--- src/rtl/serial_subtractor.sv ---
// Bit-serial subtractor: computes a - b - bin one bit per clock, LSB first,
// through one full-subtractor cell and a borrow flip-flop, with start/busy/done.
module serial_subtractor #(
    parameter int WIDTH = 8
) (
    input  logic             clk,
    input  logic             rst,
    input  logic             start,
    input  logic [WIDTH-1:0] a,
    input  logic [WIDTH-1:0] b,
    input  logic             bin,
    output logic             busy,
    output logic             done,
    output logic [WIDTH-1:0] diff,
    output logic             bout,
    output logic             ovf
);
    localparam int CW = (WIDTH > 1) ? $clog2(WIDTH) : 1;
    localparam logic [CW-1:0] CNT_LAST = CW'(WIDTH - 1);

    typedef enum logic [1:0] {
        IDLE = 2'd0,
        RUN  = 2'd1,
        DONE = 2'd2
    } state_t;

    state_t           state_r;
    logic [WIDTH-1:0] sa_r;
    logic [WIDTH-1:0] sb_r;
    // Only WIDTH-1 earlier result bits need storing; the newest bit joins at the MSB.
    logic [WIDTH-2:0] res_r;
    logic [CW-1:0]    cnt_r;
    logic             borrow_r;
    logic             a_msb_r;
    logic             b_msb_r;

    logic             d_s;
    logic             borrow_next_s;
    logic [WIDTH-1:0] res_next_s;
    logic             ovf_next_s;

    // Full-subtractor cell on the current LSB pair and the next result word
    always_comb begin
        d_s           = sa_r[0] ^ sb_r[0] ^ borrow_r;
        borrow_next_s = (~sa_r[0] & sb_r[0]) | (~sa_r[0] & borrow_r) | (sb_r[0] & borrow_r);
        res_next_s    = {d_s, res_r};
        ovf_next_s    = (a_msb_r ^ b_msb_r) & (res_next_s[WIDTH-1] ^ a_msb_r);
    end

    // Control FSM, operand shift registers and registered outputs
    always_ff @(posedge clk or posedge rst) begin
        if (rst) begin
            state_r  <= IDLE;
            sa_r     <= {WIDTH{1'b0}};
            sb_r     <= {WIDTH{1'b0}};
            res_r    <= {(WIDTH-1){1'b0}};
            cnt_r    <= {CW{1'b0}};
            borrow_r <= 1'b0;
            a_msb_r  <= 1'b0;
            b_msb_r  <= 1'b0;
            busy     <= 1'b0;
            done     <= 1'b0;
            diff     <= {WIDTH{1'b0}};
            bout     <= 1'b0;
            ovf      <= 1'b0;
        end else begin
            case (state_r)
                IDLE, DONE: begin
                    done <= 1'b0;
                    if (start) begin
                        sa_r     <= a;
                        sb_r     <= b;
                        borrow_r <= bin;
                        cnt_r    <= {CW{1'b0}};
                        res_r    <= {(WIDTH-1){1'b0}};
                        a_msb_r  <= a[WIDTH-1];
                        b_msb_r  <= b[WIDTH-1];
                        busy     <= 1'b1;
                        state_r  <= RUN;
                    end else begin
                        busy    <= 1'b0;
                        state_r <= IDLE;
                    end
                end
                RUN: begin
                    sa_r     <= {1'b0, sa_r[WIDTH-1:1]};
                    sb_r     <= {1'b0, sb_r[WIDTH-1:1]};
                    res_r    <= res_next_s[WIDTH-1:1];
                    borrow_r <= borrow_next_s;
                    cnt_r    <= cnt_r + CW'(1);
                    if (cnt_r == CNT_LAST) begin
                        busy    <= 1'b0;
                        done    <= 1'b1;
                        diff    <= res_next_s;
                        bout    <= borrow_next_s;
                        ovf     <= ovf_next_s;
                        state_r <= DONE;
                    end else begin
                        busy <= 1'b1;
                        done <= 1'b0;
                    end
                end
                default: begin
                    busy    <= 1'b0;
                    done    <= 1'b0;
                    state_r <= IDLE;
                end
            endcase
        end
    end
endmodule

--- config.mk ---
export PLATFORM = sky130hd
export DESIGN_NAME = serial_subtractor
export DESIGN_NICKNAME = d
export VERILOG_FILES = /design/src/rtl/serial_subtractor.sv
export SDC_FILE = /design/constraint.sdc
export NUM_CORES = 1
export LEC_CHECK = 0
export CORE_MARGIN = 2
export CORE_UTILIZATION = 45
export DETAILED_ROUTE_END_ITERATION = 6
export HOLD_SLACK_MARGIN = 0.08
export PLACE_DENSITY = 0.7
export SLEW_MARGIN = 20
export SYNTH_ARGS = -nofsm -noshare
export SYNTH_HDL_FRONTEND = slang
export SYNTH_SLANG_ARGS = --single-unit
--- constraint.sdc ---
create_clock -name clk -period 2 [get_ports clk]
set_input_delay 0.5 -clock clk [delete_from_list [all_inputs] [get_ports clk]]
set_output_delay 0.5 -clock clk [all_outputs]
set_load 0.03 [all_outputs]
==> results of run 1 <==
==> sequential cells by signal (all words and copies together), names as in the netlist <==
name and cells:
a_msb_r 1, b_msb_r 1, borrow_r 1, bout 1, busy 1, cnt_r 3
diff 8, done 1, ovf 1, res_r 7, sa_r 8, sb_r 8
state_r 2
==> synth_stat cells <==
master	count	share of area (%)
a21oi_1	2	0.57
a221o_1	1	0.57
a22o_1	11	5.5
and2b_1	1	0.43
buf_2	3	0.85
buf_4	5	2.1
buf_6	2	1.3
dfrtp_1	43	61
fa_1	1	1.1
ha_1	2	1.4
inv_1	5	1.1
mux2_2	4	2.6
mux2_4	4	3.4
nand2_1	8	1.7
nand2b_1	2	0.71
nand3_1	1	0.28
nand3b_2	1	0.64
nor2_1	14	3.0
nor2_4	1	0.64
nor2b_1	2	0.71
nor3_1	13	3.7
nor3b_1	1	0.43
o21ai_0	5	1.4
o22ai_1	14	5.0
==> cells by family (layout without fill, tap and decap cells) <==
family,after synthesis,in the layout,share of synthesized area (%)
multiplexers,8,8,5.96
buffers and inverters,15,48,5.32
flip-flops,43,43,61.0
adder cells (fa/ha/maj),3,3,2.55
AO/OA/AOI/OAI,33,33,13.0
AND/OR/NAND/NOR,44,44,12.2
==> metrics by stage <==
step                      hold slack [ns]  total power [mW]
after global routing                0.529              4.13
after floorplan                     0.459              2.66
after CTS                           0.507              3.88
after global placement              0.464              3.03
final                               0.495              3.85
after detailed placement            0.488              3.08
==> power groups by stage <==
stage,clock network [mW],logic [mW],registers [mW]
floorplan,0,1.01,1.66
global placement,0,1.53,1.50
detailed placement,0,1.56,1.52
CTS,0.808,1.57,1.50
global route,0.850,1.73,1.55
finish,0.787,1.55,1.50
==> per-layer routing <==
layer  vias to the layer above  GRT usage (%)  share of wire [%]
met5                         -              0                  0
met4                         0           6.89                1.7
met3                         7           6.42                5.7
met2                        38           28.9                 50
met1                       588           19.7                 43
li1                        581              -                  -
==> worst paths after layout <==
kind | depth (start not counted) | start | to | slack (ns)
max | 1 | diff[7]$_DFFE_PP0P_ | diff[7] | 0.17
min | 2 | bout$_DFFE_PP0P_ | bout$_DFFE_PP0P_ | 0.49
max reg2reg | 4 | cnt_r[0]$_DFFE_PP0P_ | diff[4]$_DFFE_PP0P_ | 0.39
min reg2reg | 2 | bout$_DFFE_PP0P_ | bout$_DFFE_PP0P_ | 0.49
max in group asynchronous | 3 | rst | busy$_DFF_PP0_ | 1.24
min in group asynchronous | 3 | rst | diff[5]$_DFFE_PP0P_ | 0.56
==> tightest hold or removal path: stages (launching register included) <==
cell,delay (ns)
dfrtp_1,0.35
nand2_1,0.05
o21ai_0,0.06
==> final cells by class <==
cell class | count | area (um^2)
clock inverter | 2 | 60.1
fill | 315 | 1470
tap | 48 | 60.1
sequential | 43 | 1080
multi-input combinational | 88 | 594
clock buffer | 6 | 72.6
timing repair buffer | 35 | 365
inverter | 5 | 18.8
==> results.yml, run 1 <==
run_status:
  outcome: "completed"
sta:
  fmax_mhz: 545
  fin_crit_sh_pct: 91.7
  slew_viol_final: 0
  slew_headroom_pct: 54.1
  rsz0062_at_grt: "false"
  min_period_ns: 1.83
  skew_ns: 0.00959
  finalSetupViolCount: 0
  fin_tns_setup_ns: 0
  fin_ws_ns: 0.166
  tightest_slew_ns: 0.688
  hold_violations: 0
worst_hold_path:
  hold_class: "flop to flop"
logic_synthesis:
  ys_warn_count: 0
  netlist_area_um2: 1760
  synth-seq-cells: 43
  synth_nets: 169
  synth_cell_type_count: 24
  syn_avg_cell_area_um2: 12.1
  syn_inst: 146
  synth_seq_area_share_pct: 61.0
pwr:
  powerDensity_nw_per_um2: 1710
  switchingPower_mw: 1.34
  leakage_nw: 1.02
  ir_drop_v: 0.000575
  p_int_mw: 2.51
  clockPowerShare_pct: 20.5
  pwr-share-seq_pct: 39.1
  comb_power_share_pct: 40.4
  sw_frac_of_total_pct: 34.8
layout:
  final_common_cell: "dfrtp_1"
  drive_gt1_share_pct: 11.7
  fin_cells: 227
  n_antenna_cell: 0
  syn_to_final_growth_pct: 27.4
  nets: 201
  layout_common_cells: "dfrtp_1 (43), clkdlybuf4s50_1 (31), o22ai_1 (14), nor2_1 (14), nor3_1 (13)"
  post-route-util_pct: 60.5
  design_area_um2: 2250
die:
  die_w_um: 66.6
  num_rows: 22
  core_um2: 3720
  die-area_um2: 4440
  fp.dieH_um: 66.6
  floorplan.initialDensity_pct: 47.5
  io_pins: 32
grt:
  grt_pass1_vias: 1203
  grtUsageTotal_pct: 17.2
  antenna_found_initial: 0
  grt_max_degree: 44
  grt_overflow: 0
  grt_first_pass_wirelength_mm: 5.46
clock_network:
  postCtsSetupBuffers: 0
  clk_latency_ns: 0.30
  h-tree-depth: 2
  cts.sink_count: 43
  cts_buffers: 5
  cts_resized: 0
  cts_hold_buf: 0
  cts_tree: "done"
  cts-root-buf: "clkbuf_8"
  path_clk_slew_ns: 0.08
  cts_buffer_depth: 2
place:
  placed_cells: 219
  place.gp.congestion: 0.794
  post-place-ws_ns: 0.183
  io_buffers: 31
  place_hpwl_mm: 2.14
  placed_cell_area_um2: 2110
critical_path:
  start_kind: "flop"
  arrival_ns: 1.33
  critPathSlowestCell: "clkdlybuf4s50_1"
  cp_top_family: "buffers and inverters"
  crit_buf_inv: 1
  setup.worst_path.end_class: "output pin"
  cp.required_ns: 1.50
  critPathMaxStageDelay_ns: 0.67
  crit_type: "flop to output pin"
  path_cells: "clkdlybuf4s50_1"
  timing.critical_path.fanout_max: 2
route:
  routed_wl_mm: 3.18
  vias: 1214
  drt-initial-drc-count: 33
  detail_route.wl_per_cell_um: 14.0
  drc: 0
  ant_nets: 0
  vias_per_cell: 5.35
  drtPass1Iterations: 4
flow_run:
  cap_violations: 0
Note: power is estimated with default switching activity, not from simulation.
==> run 2, diff against run 1 <==
==> constraint.sdc (replaced) <==
create_clock -name clk -period 2.25 [get_ports clk]
set_input_delay 0.5625 -clock clk [delete_from_list [all_inputs] [get_ports clk]]
set_output_delay 0.5625 -clock clk [all_outputs]
set_load 0.03 [all_outputs]
==> results.yml, run 2 (synthesis results as in run 1) <==
layout:
  syn_to_final_growth_pct: 23.3
  drive_gt1_share_pct: 11.7
  layout_common_cells: "dfrtp_1 (43), clkdlybuf4s50_1 (31), o22ai_1 (14), nor2_1 (14), nor3_1 (13)"
  final_common_cell: "dfrtp_1"
  n_antenna_cell: 0
  nets: 201
  top_regs: "diff x8, sa_r x8, sb_r x8"
sta:
  fin_crit_sh_pct: 83.6
  rsz0062_at_grt: "false"
  fmax_mhz: 532
  hold_violations: 0
  skew_ns: 0.00792
  min_period_ns: 1.88
  slew_viol_final: 0
  slew_headroom_pct: 55.5
  tightest_slew_ns: 0.667
  fin_tns_setup_ns: 0
  fin_ws_ns: 0.369
  finalSetupViolCount: 0
clock_network:
  clk_latency_ns: 0.29
  h-tree-depth: 2
  cts_resized: 0
  cts_hold_buf: 0
  path_clk_slew_ns: 0.08
  cts_buffer_depth: 2
  postCtsSetupBuffers: 0
  cts_buffers: 5
  cts-root-buf: "clkbuf_8"
  cts_tree: "done"
  cts.sink_count: 43
pwr:
  p_total_mw: 3.19
  powerDensity_nw_per_um2: 1470
  leakage_nw: 0.983
  ir_drop_v: 0.000646
grt:
  grt_max_degree: 44
  grtUsageTotal_pct: 17.1
  antenna_found_initial: 0
  grt_first_pass_wirelength_mm: 5.66
  grt_pass1_vias: 1252
  grt_overflow: 0
die:
  num_rows: 22
  io_pins: 32
  die_w_um: 66.6
  core_um2: 3720
  die-area_um2: 4440
  floorplan.initialDensity_pct: 47.5
  fp.dieH_um: 66.6
critical_path:
  critPathSlowestCell: "clkdlybuf4s50_1"
  arrival_ns: 1.32
  start_kind: "flop"
  cp.required_ns: 1.69
  path_cells: "clkdlybuf4s50_1"
  cp_top_family: "buffers and inverters"
  crit_type: "flop to output pin"
  crit_buf_inv: 1
  setup.worst_path.end_class: "output pin"
  timing.critical_path.fanout_max: 2
  critPathMaxStageDelay_ns: 0.67
worst_hold_path:
  hold_class: "flop to flop"
route:
  drt-initial-drc-count: 87
  detail_route.wl_per_cell_um: 14.3
  vias: 1209
  routed_wl_mm: 3.25
  drtPass1Iterations: 4
  vias_per_cell: 5.33
  ant_nets: 0
  drc: 0
place:
  place.gp.congestion: 0.787
  post-place-ws_ns: 0.327
  place_hpwl_mm: 2.18
  io_buffers: 31
flow_run:
  cap_violations: 0
run_status:
  outcome: "completed"
[run 2: changes by cell type in the layout (fill, tap and decap cells not counted)]
cell,delta
bufinv_16,-2
buf_4,+2
clkinv_2,+1
clkinvlp_4,+1
buf_12,-2
[run 2: metal layers]
layer	vias up	GRT usage, %	share of wire (%)
met5	-	0	0
met3	3	5.57	4.5
met1	601	21.0	44
met2	27	29.4	50
met4	0	3.83	0.55
li1	578	-	-
[run 2: worst paths after layout]
path,from,end,slack [ns],depth (start not counted)
worst max-delay path,diff[7]$_DFFE_PP0P_,diff[7],0.37,1
worst max register to register,cnt_r[0]$_DFFE_PP0P_,diff[4]$_DFFE_PP0P_,0.63,4
min in group asynchronous,rst,diff[7]$_DFFE_PP0P_,0.70,3
max in group asynchronous,rst,cnt_r[2]$_DFFE_PP0P_,1.20,3
worst min-delay path,ovf$_DFFE_PP0P_,ovf$_DFFE_PP0P_,0.49,2
worst min register to register,ovf$_DFFE_PP0P_,ovf$_DFFE_PP0P_,0.49,2
[run 2: cell type report]
class                      instances  area, um^2
clock buffer                       6        72.6
timing repair buffer              35         340
inverter                           5        18.8
sequential                        43        1080
tap                               48        60.1
multi-input combinational         88         594
clock inverter                     2        12.5
fill                             338        1540
[run 2: worst reg2reg max path, delay by kind of cell, from the launching register on]
family        cells  cell delay, ns
fa+ha+maj         2            0.41
flops             1            0.40
mux               1            0.39
simple gates      1            0.31
[run 2: where the power goes]
group | leakage, nW | internal (mW) | switching, mW
Sequential | 0.532 | 1.13 | 0.207
Combinational | 0.410 | 0.646 | 0.739
Clock | 0.0412 | 0.217 | 0.258
Total | 0.983 | 1.99 | 1.20
[run 2: through the flow]
step	util [%]	cell area, um^2	instances	hold WS [ns]
floorplan	-	1760	146	0.459
global placement	56.2	2090	219	0.464
detailed placement	56.2	2090	219	0.479
CTS	58.5	2170	227	0.499
global route	58.5	2170	227	0.529
finish	58.5	2170	227	0.490
==> run 3, diff against run 2 <==
==> constraint.sdc (replaced) <==
create_clock -name clk -period 1.9 [get_ports clk]
set_input_delay 0.475 -clock clk [delete_from_list [all_inputs] [get_ports clk]]
set_output_delay 0.475 -clock clk [all_outputs]
set_load 0.03 [all_outputs]
==> results of run 3 <==
Same layout as run 1 (identical final DEF). Status: completed.
Main changes from that run: setup slack after placement 0.183 ns -> 0.108 ns; setup slack after layout 0.166 ns -> 0.0907 ns; register-to-register setup slack 0.39 ns -> 0.29 ns; total power 3.85 mW -> 4.05 mW; worst IR drop on VDD 0.000575 V -> 0.000605 V
